[src/rtl/issue_ctrl_if.sv]
// Issue/commit handshake bundle between the instruction queue, ROB and issue controller.
// The master drives instruction and commit requests; the slave (issue_ctrl) answers.
interface issue_ctrl_if;
    logic       inst_valid;
    logic [1:0] inst_class;
    logic       inst_writes_reg;
    logic [4:0] inst_rd;
    logic [3:0] rs_free;
    logic       commit_valid;
    logic [3:0] commit_ROB;
    logic       commit_writes;
    logic       commit_mispredict;

    logic       inst_ready;
    logic       issue_writes;
    logic [4:0] issue_dest;
    logic [3:0] issue_ROB;
    logic [3:0] rs_alloc;
    logic       RegWrite;
    logic       regstat_reset;
    logic [3:0] rob_count;
    logic       rob_full;
    logic       protocol_err;

    modport master (
        output inst_valid, inst_class, inst_writes_reg, inst_rd, rs_free,
               commit_valid, commit_ROB, commit_writes, commit_mispredict,
        input  inst_ready, issue_writes, issue_dest, issue_ROB, rs_alloc,
               RegWrite, regstat_reset, rob_count, rob_full, protocol_err
    );

    modport slave (
        input  inst_valid, inst_class, inst_writes_reg, inst_rd, rs_free,
               commit_valid, commit_ROB, commit_writes, commit_mispredict,
        output inst_ready, issue_writes, issue_dest, issue_ROB, rs_alloc,
               RegWrite, regstat_reset, rob_count, rob_full, protocol_err
    );
endinterface

[src/rtl/issue_ctrl.sv]
// Issue-stage controller: in-order ROB tag allocation (tags 1..15), in-order commit,
// register-status write/clear strobes and a timed flush after a committed mispredict.
module issue_ctrl #(
    parameter int FLUSH_CYCLES = 2
) (
    input  logic         clk,
    input  logic         reset,
    issue_ctrl_if.slave  bus
);

    typedef enum logic {RUN, FLUSH} state_t;

    state_t     state_reg;
    logic [2:0] flush_ctr_reg;
    logic [3:0] head_reg;
    logic [3:0] tail_reg;
    logic [3:0] count_reg;
    logic       protocol_err_reg;

    logic       run;
    logic       rob_full;
    logic       mispredict_req;
    logic       fire;
    logic       commit_legal;
    logic       commit_bad;
    logic [3:0] head_next;
    logic [3:0] tail_next;

    // Tag 0 means "no producer", so the tag ring skips it.
    function automatic logic [3:0] tag_inc(input logic [3:0] t);
        return (t == 4'd15) ? 4'd1 : t + 4'd1;
    endfunction

    assign run            = (state_reg == RUN);
    assign rob_full       = (count_reg == 4'd15);
    assign mispredict_req = bus.commit_valid & bus.commit_mispredict;
    assign fire           = run & bus.inst_valid & bus.rs_free[bus.inst_class]
                          & ~rob_full & ~mispredict_req;
    assign commit_legal   = run & bus.commit_valid & (count_reg != 4'd0)
                          & (bus.commit_ROB == head_reg);
    assign commit_bad     = run & bus.commit_valid & ~commit_legal;
    assign head_next      = tag_inc(head_reg);
    assign tail_next      = tag_inc(tail_reg);

    assign bus.inst_ready    = fire;
    assign bus.issue_ROB     = tail_reg;
    assign bus.issue_dest    = bus.inst_rd;
    assign bus.issue_writes  = fire & bus.inst_writes_reg & (bus.inst_rd != 5'd0);
    assign bus.RegWrite      = run & bus.commit_valid & bus.commit_writes;
    assign bus.regstat_reset = (state_reg == FLUSH);
    assign bus.rob_count     = count_reg;
    assign bus.rob_full      = rob_full;
    assign bus.protocol_err  = protocol_err_reg;

    generate
        for (genvar gi = 0; gi < 4; gi++) begin : g_rs_alloc
            assign bus.rs_alloc[gi] = fire & (bus.inst_class == 2'(gi));
        end
    endgenerate

    always_ff @(posedge clk or posedge reset) begin
        if (reset) begin
            state_reg        <= FLUSH;
            flush_ctr_reg    <= 3'(FLUSH_CYCLES - 1);
            head_reg         <= 4'd1;
            tail_reg         <= 4'd1;
            count_reg        <= 4'd0;
            protocol_err_reg <= 1'b0;
        end else begin
            case (state_reg)
                RUN: begin
                    if (commit_bad)
                        protocol_err_reg <= 1'b1;
                    if (commit_legal && bus.commit_mispredict) begin
                        // fire is already blocked by the mispredict, so nothing issues here.
                        state_reg     <= FLUSH;
                        flush_ctr_reg <= 3'(FLUSH_CYCLES - 1);
                        head_reg      <= 4'd1;
                        tail_reg      <= 4'd1;
                        count_reg     <= 4'd0;
                    end else begin
                        if (fire)
                            tail_reg <= tail_next;
                        if (commit_legal)
                            head_reg <= head_next;
                        if (fire && !commit_legal)
                            count_reg <= count_reg + 4'd1;
                        else if (!fire && commit_legal)
                            count_reg <= count_reg - 4'd1;
                    end
                end
                FLUSH: begin
                    if (flush_ctr_reg == 3'd0)
                        state_reg <= RUN;
                    else
                        flush_ctr_reg <= flush_ctr_reg - 3'd1;
                end
                default: state_reg <= FLUSH;
            endcase
        end
    end

endmodule

[src/flat_wrapper.sv]
// flat-port wrapper written by rule: the top's interface ports become plain ports
module issue_ctrl_flat 
#(
    parameter int FLUSH_CYCLES = 2
)
  (clk, reset, bus_inst_valid, bus_inst_class, bus_inst_writes_reg, bus_inst_rd, bus_rs_free, bus_commit_valid, bus_commit_ROB, bus_commit_writes, bus_commit_mispredict, bus_inst_ready, bus_issue_writes, bus_issue_dest, bus_issue_ROB, bus_rs_alloc, bus_RegWrite, bus_regstat_reset, bus_rob_count, bus_rob_full, bus_protocol_err);
  issue_ctrl_if bus_i ();
  input  logic clk;
  input  logic reset;
  input wire logic [$bits(bus_i.inst_valid)-1:0] bus_inst_valid;
  input wire logic [$bits(bus_i.inst_class)-1:0] bus_inst_class;
  input wire logic [$bits(bus_i.inst_writes_reg)-1:0] bus_inst_writes_reg;
  input wire logic [$bits(bus_i.inst_rd)-1:0] bus_inst_rd;
  input wire logic [$bits(bus_i.rs_free)-1:0] bus_rs_free;
  input wire logic [$bits(bus_i.commit_valid)-1:0] bus_commit_valid;
  input wire logic [$bits(bus_i.commit_ROB)-1:0] bus_commit_ROB;
  input wire logic [$bits(bus_i.commit_writes)-1:0] bus_commit_writes;
  input wire logic [$bits(bus_i.commit_mispredict)-1:0] bus_commit_mispredict;
  output wire logic [$bits(bus_i.inst_ready)-1:0] bus_inst_ready;
  output wire logic [$bits(bus_i.issue_writes)-1:0] bus_issue_writes;
  output wire logic [$bits(bus_i.issue_dest)-1:0] bus_issue_dest;
  output wire logic [$bits(bus_i.issue_ROB)-1:0] bus_issue_ROB;
  output wire logic [$bits(bus_i.rs_alloc)-1:0] bus_rs_alloc;
  output wire logic [$bits(bus_i.RegWrite)-1:0] bus_RegWrite;
  output wire logic [$bits(bus_i.regstat_reset)-1:0] bus_regstat_reset;
  output wire logic [$bits(bus_i.rob_count)-1:0] bus_rob_count;
  output wire logic [$bits(bus_i.rob_full)-1:0] bus_rob_full;
  output wire logic [$bits(bus_i.protocol_err)-1:0] bus_protocol_err;
  assign bus_i.inst_valid = bus_inst_valid;
  assign bus_i.inst_class = bus_inst_class;
  assign bus_i.inst_writes_reg = bus_inst_writes_reg;
  assign bus_i.inst_rd = bus_inst_rd;
  assign bus_i.rs_free = bus_rs_free;
  assign bus_i.commit_valid = bus_commit_valid;
  assign bus_i.commit_ROB = bus_commit_ROB;
  assign bus_i.commit_writes = bus_commit_writes;
  assign bus_i.commit_mispredict = bus_commit_mispredict;
  assign bus_inst_ready = bus_i.inst_ready;
  assign bus_issue_writes = bus_i.issue_writes;
  assign bus_issue_dest = bus_i.issue_dest;
  assign bus_issue_ROB = bus_i.issue_ROB;
  assign bus_rs_alloc = bus_i.rs_alloc;
  assign bus_RegWrite = bus_i.RegWrite;
  assign bus_regstat_reset = bus_i.regstat_reset;
  assign bus_rob_count = bus_i.rob_count;
  assign bus_rob_full = bus_i.rob_full;
  assign bus_protocol_err = bus_i.protocol_err;
  issue_ctrl #(.FLUSH_CYCLES(FLUSH_CYCLES)) u_core (.clk(clk), .reset(reset), .bus(bus_i));
endmodule
[config.mk]
export PLATFORM = sky130hd
export DESIGN_NAME = issue_ctrl_flat
export DESIGN_NICKNAME = d
export VERILOG_FILES = /design/src/rtl/issue_ctrl_if.sv /design/src/rtl/issue_ctrl.sv /design/src/flat_wrapper.sv
export SDC_FILE = /design/constraint.sdc
export NUM_CORES = 1
export LEC_CHECK = 0
export ABC_CLOCK_PERIOD_IN_PS = 5280
export BUFFER_PORTS_ARGS = -buffer_cell sky130_fd_sc_hd__buf_4
export CORE_MARGIN = 2
export CORE_UTILIZATION = 53
export DETAILED_ROUTE_END_ITERATION = 8
export PLACE_DENSITY = 0.84
export SYNTH_ARGS = -nofsm -noshare
export SYNTH_HDL_FRONTEND = slang
export SYNTH_SLANG_ARGS = --single-unit
[constraint.sdc]
create_clock -name clk -period 5.28 [get_ports clk]
set_input_delay 0.528 -clock clk [delete_from_list [all_inputs] [get_ports clk]]
set_output_delay 0.528 -clock clk [all_outputs]
set_load 0.01 [all_outputs]
======== Yosys cells after proc, flatten, opt, wreduce, memory -nomap -nowiden ========
Index checks and enable logic that the tools add are counted.
operators by class
  add/sub/neg operators ................... 5
  order comparisons ....................... 1
  equality and inequality tests ........... 9
  muxes and demuxes ....................... 17
  bitwise gates (word level) .............. 20
  reduce and logical (&&, ||, !) cells .... 17
operators with widths
  cell                 count
  $mux 4               9
  $and 1x1->1          16
  $add 4x1->4 const B  3
  $eq 4x4->1 const B   3
  $reduce_and 2->1     5
  $mux 3               2
  $pmux 3 s2           1
  $reduce_bool 5->1    1
  $eq 2x2->1 const B   2
  $eq 4x4->1           1
  $ne 2x2->1 const B   2
  $not 1->1            4
  $reduce_bool 2->1    2
  $reduce_bool 4->1    1
  $sub 4x1->4 const B  1
  $logic_and 1x1->1    3
  $logic_not 3->1      1
  $lt 2x3->1 const B   1
  $mux 1               3
  $reduce_bool 3->1    1
  $sub 3x1->3 const B  1
  $bmux 1 s2           1
  $eq 2x1->1 const B   1
  $logic_not 1->1      2
  2 further kinds      2
storage, ports and cells
  register bits after elaboration ......... 17
  bits of input ports ..................... 22
  output and inout port bits .............. 23
  word-level logic and storage cells ...... 75

======== Longest topological paths before layout ========
Gate-level depths: netlist of the first run.
  word-level depth ........................ 10
  gate-level depth with buffers ........... 11
  gate-level depth less buffers ........... 10

======== Worst setup path before layout of the first run ========
No wires, ideal clock.
  path kind ............................... reg2reg
  start point ............................. reg u_core.count_reg[1] (netlist: u_core.bus.rob_count[1])
  end point ............................... reg u_core.count_reg[3] (netlist: u_core.bus.rob_count[3])
  setup time .............................. 129 ps
  arrival ................................. 2588 ps
  required time ........................... 5151 ps
  path slack .............................. 2563 ps
  stages on the path, launching flop included .. 12
  buffers on the path ..................... 1
  period minus slack after synthesis ...... 2717 ps
  cell sequence ........................... dfrtp_1 > or4_4 > nand4_4 > or2_1 > buf_6 > ha_1 > inv_1 > ha_1 > a21o_1 > a21oi_1 > mux2i_1 > a21oi_1
on the way
  word-level cells in the longest chain between the ends .. 8
  elaborated cells between the ends (all ways) .. 19
  classes of those cells .................. add/sub: 2; eq/ne: 1; mux: 3; bitwise: 5; reduce/logical: 8
ends and longest elaborated chain
  element                             line              source
  from (decl)                         issue_ctrl.sv:17  logic [3:0] count_reg;
  from (signal assigned)              issue_ctrl.sv:87  count_reg <= count_reg + 4'd1;
  from (signal assigned)              issue_ctrl.sv:89  count_reg <= count_reg - 4'd1;
  $eq 4x4->1                          issue_ctrl.sv:35  assign rob_full = (count_reg == 4'd15);
  $not 1->1                           issue_ctrl.sv:38  & ~rob_full & ~mispredict_req;
  $and 1x1->1 (2 in series)           issue_ctrl.sv:38
  $logic_not 1->1                     issue_ctrl.sv:88  else if (!fire && commit_legal)
  $logic_and 1x1->1                   issue_ctrl.sv:88
  $reduce_bool 3->1 (no source line)  -
  $reduce_and 2->1 (no source line)   -
Several ways; a longest one is shown, not always the timed one. The select of a mux whose other input is x is not followed.
A chain may end at the register's enable or synchronous reset.

======== Final worst setup path of the first run ========
Ends and elaborated chain as after synthesis.

==> results of run 1 <==
==> final cells by class <==
cell class | count | area (µm²)
multi-input combinational | 92 | 714
timing repair buffer | 44 | 330
tap | 28 | 35.0
clock buffer | 4 | 26.3
fill | 182 | 634
sequential | 17 | 430
inverter | 11 | 41.3
==> worst max-delay path by stage <==
stage | startpoint | end | slack [ps] | cells past startpoint
final | u_core.bus.rob_count[1] | u_core.bus.rob_count[3] | 2230 | 10
after global routing | u_core.bus.rob_count[1] | u_core.bus.rob_count[3] | 2020 | 10
after CTS | u_core.bus.rob_count[1] | u_core.bus.rob_count[3] | 2220 | 10
after detailed placement | u_core.bus.rob_count[1] | u_core.bus.rob_count[3] | 2260 | 10
after global placement | u_core.bus.rob_count[1] | u_core.bus.rob_count[3] | 2420 | 10
after floorplan | u_core.bus.rob_count[1] | u_core.bus.rob_count[3] | 2560 | 11
==> per-stage QoR <==
step / util, % / worst slack (ps) / area [µm²] / std cells
floorplan: - / 2560 / 1250 / 128
global placement: 70.1 / 2420 / 1550 / 192
detailed placement: 70.1 / 2260 / 1550 / 192
CTS: 71.3 / 2220 / 1580 / 196
global route: 71.3 / 2020 / 1580 / 196
finish: 71.3 / 2230 / 1580 / 196
==> critical path, cell delays in order, from the launching register on <==
cell and delay [ps]:
sky130_fd_sc_hd__dfrtp_1 450, sky130_fd_sc_hd__or4_4 570, sky130_fd_sc_hd__nand4_4 180, sky130_fd_sc_hd__or2_1 300
sky130_fd_sc_hd__ha_1 360, sky130_fd_sc_hd__inv_1 110, sky130_fd_sc_hd__ha_1 240, sky130_fd_sc_hd__or4_1 400
sky130_fd_sc_hd__a21oi_1 140, sky130_fd_sc_hd__nand4b_1 130, sky130_fd_sc_hd__a21oi_1 70
==> logic make-up (layout without fill, tap and decap cells) <==
family / count (synthesis) / count (layout) / synth area share, %
flops: 17 / 17 / 34.4
mux: 3 / 3 / 3.40
simple gates: 46 / 46 / 22.1
buf+inv: 19 / 59 / 8.41
compound gates: 28 / 28 / 16.9
xor+xnor: 7 / 7 / 6.11
fa+ha+maj: 8 / 8 / 8.61
==> power by group <==
part	internal (mW)	switching (mW)	total (mW)
Combinational	0.164	0.164	0.327
Sequential	0.186	0.0565	0.242
Clock	0.0293	0.0412	0.0706
==> cells in the mapped netlist (3+ instances only) <==
cell type and number:
sky130_fd_sc_hd__o21ai_1 4, sky130_fd_sc_hd__nand2b_1 3, sky130_fd_sc_hd__and3_1 4, sky130_fd_sc_hd__a21oi_1 5
sky130_fd_sc_hd__inv_1 11, sky130_fd_sc_hd__o21ai_0 5, sky130_fd_sc_hd__dfrtp_1 13, sky130_fd_sc_hd__o31ai_2 3
sky130_fd_sc_hd__nand2_1 9, sky130_fd_sc_hd__ha_1 7, sky130_fd_sc_hd__xnor2_1 5, sky130_fd_sc_hd__dfstp_2 4
sky130_fd_sc_hd__nand3_1 4, sky130_fd_sc_hd__nor2_1 8, sky130_fd_sc_hd__buf_4 5
==> layer usage <==
metal,vias to the layer above,share of wire (%)
met5,-,0
met4,0,2.0
met2,38,54
met3,8,3.8
met1,520,40
li1,534,-
==> flow_summary.toml, run 1 <==
[finish]
final_cell_mix = "sky130_fd_sc_hd__buf_4 (44), sky130_fd_sc_hd__dfrtp_1 (13), sky130_fd_sc_hd__inv_1 (11), sky130_fd_sc_hd__nand2_1 (9), sky130_fd_sc_hd__nor2_1 (8)"
layout-drive-gt1-share_pct = 36.9
antennaDiodeCount = 0
layout_area_growth_over_synthesis_pct = 26.2
fin_nets = 199
mostFrequentLayoutCell = "sky130_fd_sc_hd__buf_4"

[synthesis]
netlist_area_um2 = 1250
number_of_warnings_reported_in_the_yosys_synthesis_log = 0
synth.avg_cell_area_um2 = 9.77
synth_sequential_area_ratio_pct = 34.4
synth-edff-count = 0
synth.top_cell.area_share_pct = 26.0
postSynth.topFlopCell = "sky130_fd_sc_hd__dfrtp_1"
netlist-cell-type-count = 44
post_synth_inst_count = 128
synth_fp_nets = 158
ys_seq_elements = 17
netlist.top_cell.by_area = "sky130_fd_sc_hd__dfrtp_1"
post_synth_main_area_contributors = "sky130_fd_sc_hd__dfrtp_1 (26%), sky130_fd_sc_hd__dfstp_2 (8.4%), sky130_fd_sc_hd__ha_1 (7.0%)"
postSynth.asyncResetShare_pct = 100

[detailed_routing]
drtAntennaViolNets = 0
initialDrtViolationCount = 22
routed_wire_length_per_instance_um = 15.1
drtPass1Iterations = 4
drcViolationCount = 0
postRouteWirelength_um = 2950
via_per_inst = 5.61
via_count = 1100

[timing]
timing_max_transition_violations_final = 0
setup_viol_count_final = 0
grt_setup_unrepaired = "false"
post-route-period-util_pct = 57.8
report.final.hold_viol_count = 0
final.setup.tns_ps = 0
achievable-frequency_mhz = 328
worstMarginPinSlew_ps = 667
clock-skew-final_ps = 2.41
relSlewSlack_pct = 55.5
finalWorstPathRequiredPeriod_ps = 3050
fin_hold_ws_ps = 330

[cts]
path_clk_slew_ps = 100
tritoncts = "done"
cts-htree-levels = 1
clock_tree.root_cell = "sky130_fd_sc_hd__clkbuf_4"
insertion_delay_ps = 290
holdBufCountCts = 0
cts-buffers-inserted = 3
clock_path_buffers = 2
clock_sink_count = 17
quantity_of_gates_resized_following_cts = 0
cts_setup_buffers = 0

[grt]
grt_antenna_before_repair = 0
first_pass_grt_wire_length_um = 4770
grt_max_degree = 18
use_met2_pct = 41.7
global_route.usage.total_pct = 23.8
groute.layer.met3.usage_pct = 2.86
global_route.usage.met1_pct = 29.4
grt_overflow = 0
top_usage_layer = "met2"
vias_in_the_first_global_route = 1090

[outcome]
run_status = "finished, final reports clean"

[critical_path]
arrival_ps = 3220
timing.critical_path.fanout_max = 9
timing.critical_path.to_type = "flop"
crit-reg2reg-capture = "u_core.bus.rob_count[3]"
cp_launch_type = "flop"
register_to_register_setup_slack_ps = 2230
timing.rr.start = "u_core.bus.rob_count[1]"
type_of_the_worst_setup_path = "reg -> reg"
timing.critical_path.required_ps = 5450
number_of_cell_instances_on_the_worst_register_to_register_path = 10

[job]
max_cap_violations = 0

[place]
dp.final_hpwl_um = 2380
gp_congestion = 0.789
placement.io_buffers = 44

[floorplanning]
placementRows = 17
placeableCoreArea_um2 = 2210
dieArea_um2 = 2760
die_height_um = 52.6
initial_utilization_pct = 56.5
floorplan.die.width_um = 52.6
io_pins = 45

[hold_path]
min_path_type = "in -> async"

[power]
vdd_ir_drop_max_mv = 0.350
power.density_cell_area_nw_per_um2 = 406
design_power_total_uw = 640
power.static_leakage_nw = 0.747
No activity file was read; power rests on OpenSTA's default activity.
==> run 2, diff against run 1 <==
--- a/config.mk
+++ b/config.mk
@@ -5,12 +5,12 @@
 export SDC_FILE = /design/constraint.sdc
 export NUM_CORES = 1
 export LEC_CHECK = 0
-export ABC_CLOCK_PERIOD_IN_PS = 5280
+export ABC_CLOCK_PERIOD_IN_PS = 3100
 export BUFFER_PORTS_ARGS = -buffer_cell sky130_fd_sc_hd__buf_4
 export CORE_MARGIN = 2
-export CORE_UTILIZATION = 53
+export CORE_UTILIZATION = 49
 export DETAILED_ROUTE_END_ITERATION = 8
-export PLACE_DENSITY = 0.84
+export PLACE_DENSITY = 0.78
 export SYNTH_ARGS = -nofsm -noshare
 export SYNTH_HDL_FRONTEND = slang
 export SYNTH_SLANG_ARGS = --single-unit
==> constraint.sdc (replaced) <==
create_clock -name clk -period 3.1 [get_ports clk]
set_input_delay 0.31 -clock clk [delete_from_list [all_inputs] [get_ports clk]]
set_output_delay 0.31 -clock clk [all_outputs]
set_load 0.01 [all_outputs]
==> run 2 against run 1 <==
Against the previous run:
- core utilization is 6.6 points lower
- global-route usage is 3.5 points lower
- sequential share of layout area down 0.17 points
- largest power group unchanged
- highest routed layer unchanged
==> flow_summary.toml, run 2 (synthesis results as in run 1) <==
[finish]
layout_area_growth_over_synthesis_pct = 27.0
final_cell_mix = "sky130_fd_sc_hd__buf_4 (45), sky130_fd_sc_hd__dfrtp_1 (13), sky130_fd_sc_hd__inv_1 (11), sky130_fd_sc_hd__nand2_1 (9), sky130_fd_sc_hd__nor2_1 (8)"
antennaDiodeCount = 0
fin_nets = 200
mostFrequentLayoutCell = "sky130_fd_sc_hd__buf_4"
nFillCells = 211
layout-drive-gt1-share_pct = 37.3
final_area_um2 = 1590
final_cell_count_no_fill = 199

[critical_path]
arrival_ps = 3020
cpLargestDelayFamily = "simple AND/OR/NAND/NOR gates"
critical_path.cell_chain = "or4_4 -> nand4_4 -> or2_1 -> ha_1 -> inv_1 -> ha_1 -> a21o_1 -> a21oi_1 -> mux2i_1 -> a21oi_1"
timing.rr.start = "u_core.bus.rob_count[1]"
timing.critical_path.required_ps = 3270
timing.critical_path.slowest_stage_cell = "sky130_fd_sc_hd__or4_4"
crit_buf_inv = 1
timing.critical_path.to_type = "flop"
timing.critical_path.fanout_max = 9
crit_path_max_incr_delay_ps = 570
cp_launch_type = "flop"
register_to_register_setup_slack_ps = 260
crit_path_launch = "u_core.bus.rob_count[1]"
type_of_the_worst_setup_path = "reg -> reg"

[power]
power.static_leakage_nw = 0.752
combinationalPowerShare_pct = 50.9
power.density_cell_area_nw_per_um2 = 683
switching_power_uw = 438
clkPwrFrac_pct = 11.0
sw_frac_of_total_pct = 40.4
power.share.sequential_pct = 38.0
vdd_ir_drop_max_mv = 0.483
internal_power_uw = 647

[outcome]
run_status = "finished, final reports clean"

[timing]
finalWorstPathRequiredPeriod_ps = 2840
report.final.hold_viol_count = 0
setup_viol_count_final = 0
timing_max_transition_violations_final = 0
worstMarginPinSlew_ps = 679
worst_slack_ps = 256
final.setup.tns_ps = 0
relSlewSlack_pct = 54.7
clock-skew-final_ps = 3.58
grt_setup_unrepaired = "false"
achievable-frequency_mhz = 352
post-route-period-util_pct = 91.7

[detailed_routing]
drtPass1Iterations = 4
via_count = 1075
routed_wire_length_per_instance_um = 14.1
postRouteWirelength_um = 2810
drtAntennaViolNets = 0
via_per_inst = 5.40
initialDrtViolationCount = 36
drcViolationCount = 0

[cts]
tritoncts = "done"
cts-htree-levels = 1
holdBufCountCts = 0
clock_path_buffers = 2
cts_setup_buffers = 0
quantity_of_gates_resized_following_cts = 0
clock_tree.root_cell = "sky130_fd_sc_hd__clkbuf_4"
path_clk_slew_ps = 100
clock_sink_count = 17
insertion_delay_ps = 280
cts-buffers-inserted = 3

[grt]
grt_overflow = 0
grt_max_degree = 18
vias_in_the_first_global_route = 1023
global_route.usage.total_pct = 20.4
grt_antenna_before_repair = 0
first_pass_grt_wire_length_um = 4280

[job]
max_cap_violations = 0

[floorplanning]
dieArea_um2 = 2970
placeableCoreArea_um2 = 2450
io_pins = 45
placementRows = 18
floorplan.die.width_um = 54.5
initial_utilization_pct = 50.9
die_height_um = 54.5

[place]
dp.final_hpwl_um = 2240
gp_congestion = 0.815
dpl-instance-area_um2 = 1560
placement.io_buffers = 44
number_of_placed_instances_with_taps_included = 195
preCtsSetupSlack_ps = 264

[hold_path]
min_path_type = "in -> async"
==> run 2: layout make-up <==
cell class	instances	area (µm²)	share of cell area, %
clock buffers	4	26.3	1.65
flip-flops and latches	17	430	27.1
multi-input cells	92	714	45.0
well taps	30	37.5	2.36
inverters	11	41.3	2.60
repair buffers	45	338	21.3
==> run 2: worst register-to-register path: cells and delay by family, from the launching register on <==
family | cells | cell delay [ps]
mux | 1 | 210
fa+ha+maj | 2 | 580
buf+inv | 1 | 100
simple gates | 3 | 900
flops | 1 | 460
compound gates | 3 | 480
==> run 2: power by group through the flow <==
stage | registers, mW | logic (mW) | clock network (mW)
4_1_cts | 0.413 | 0.559 | 0.127
6_report | 0.413 | 0.553 | 0.120
5_1_grt | 0.429 | 0.614 | 0.135
3_3_place_gp | 0.411 | 0.530 | 0
2_1_floorplan | 0.421 | 0.348 | 0
3_5_place_dp | 0.418 | 0.557 | 0
==> run 2: path summary, 6_finish.rpt <==
path	endpoint	cells after the start
max	u_core.bus.rob_count[3]	10
min	u_core.flush_ctr_reg[1]	2
max reg2reg	u_core.bus.rob_count[3]	10
min reg2reg	u_core.bus.protocol_err	1
max in group asynchronous	u_core.bus.rob_count[1]	2
min in group clk	u_core.head_reg[2]	2
==> run 2: stage by stage <==
stage          utilization [%]  hold WS (ps)  power, mW
6_report                  64.7           117       1.09
5_1_grt                   64.7           154       1.18
4_1_cts                   64.7           127       1.10
3_5_place_dp              63.6           447      0.975
3_3_place_gp              63.6           439      0.940
2_1_floorplan                -           233      0.769
==> run 2: routing by layer <==
metal / track usage (%) / wire length, µm / vias to the layer above
li1: - / - / 537
met1: 25.0 / 1190 / 516
met2: 34.9 / 1510 / 18
met3: 2.73 / 72 / 4
met4: 10.0 / 41 / 0
met5: 0 / 0 / -
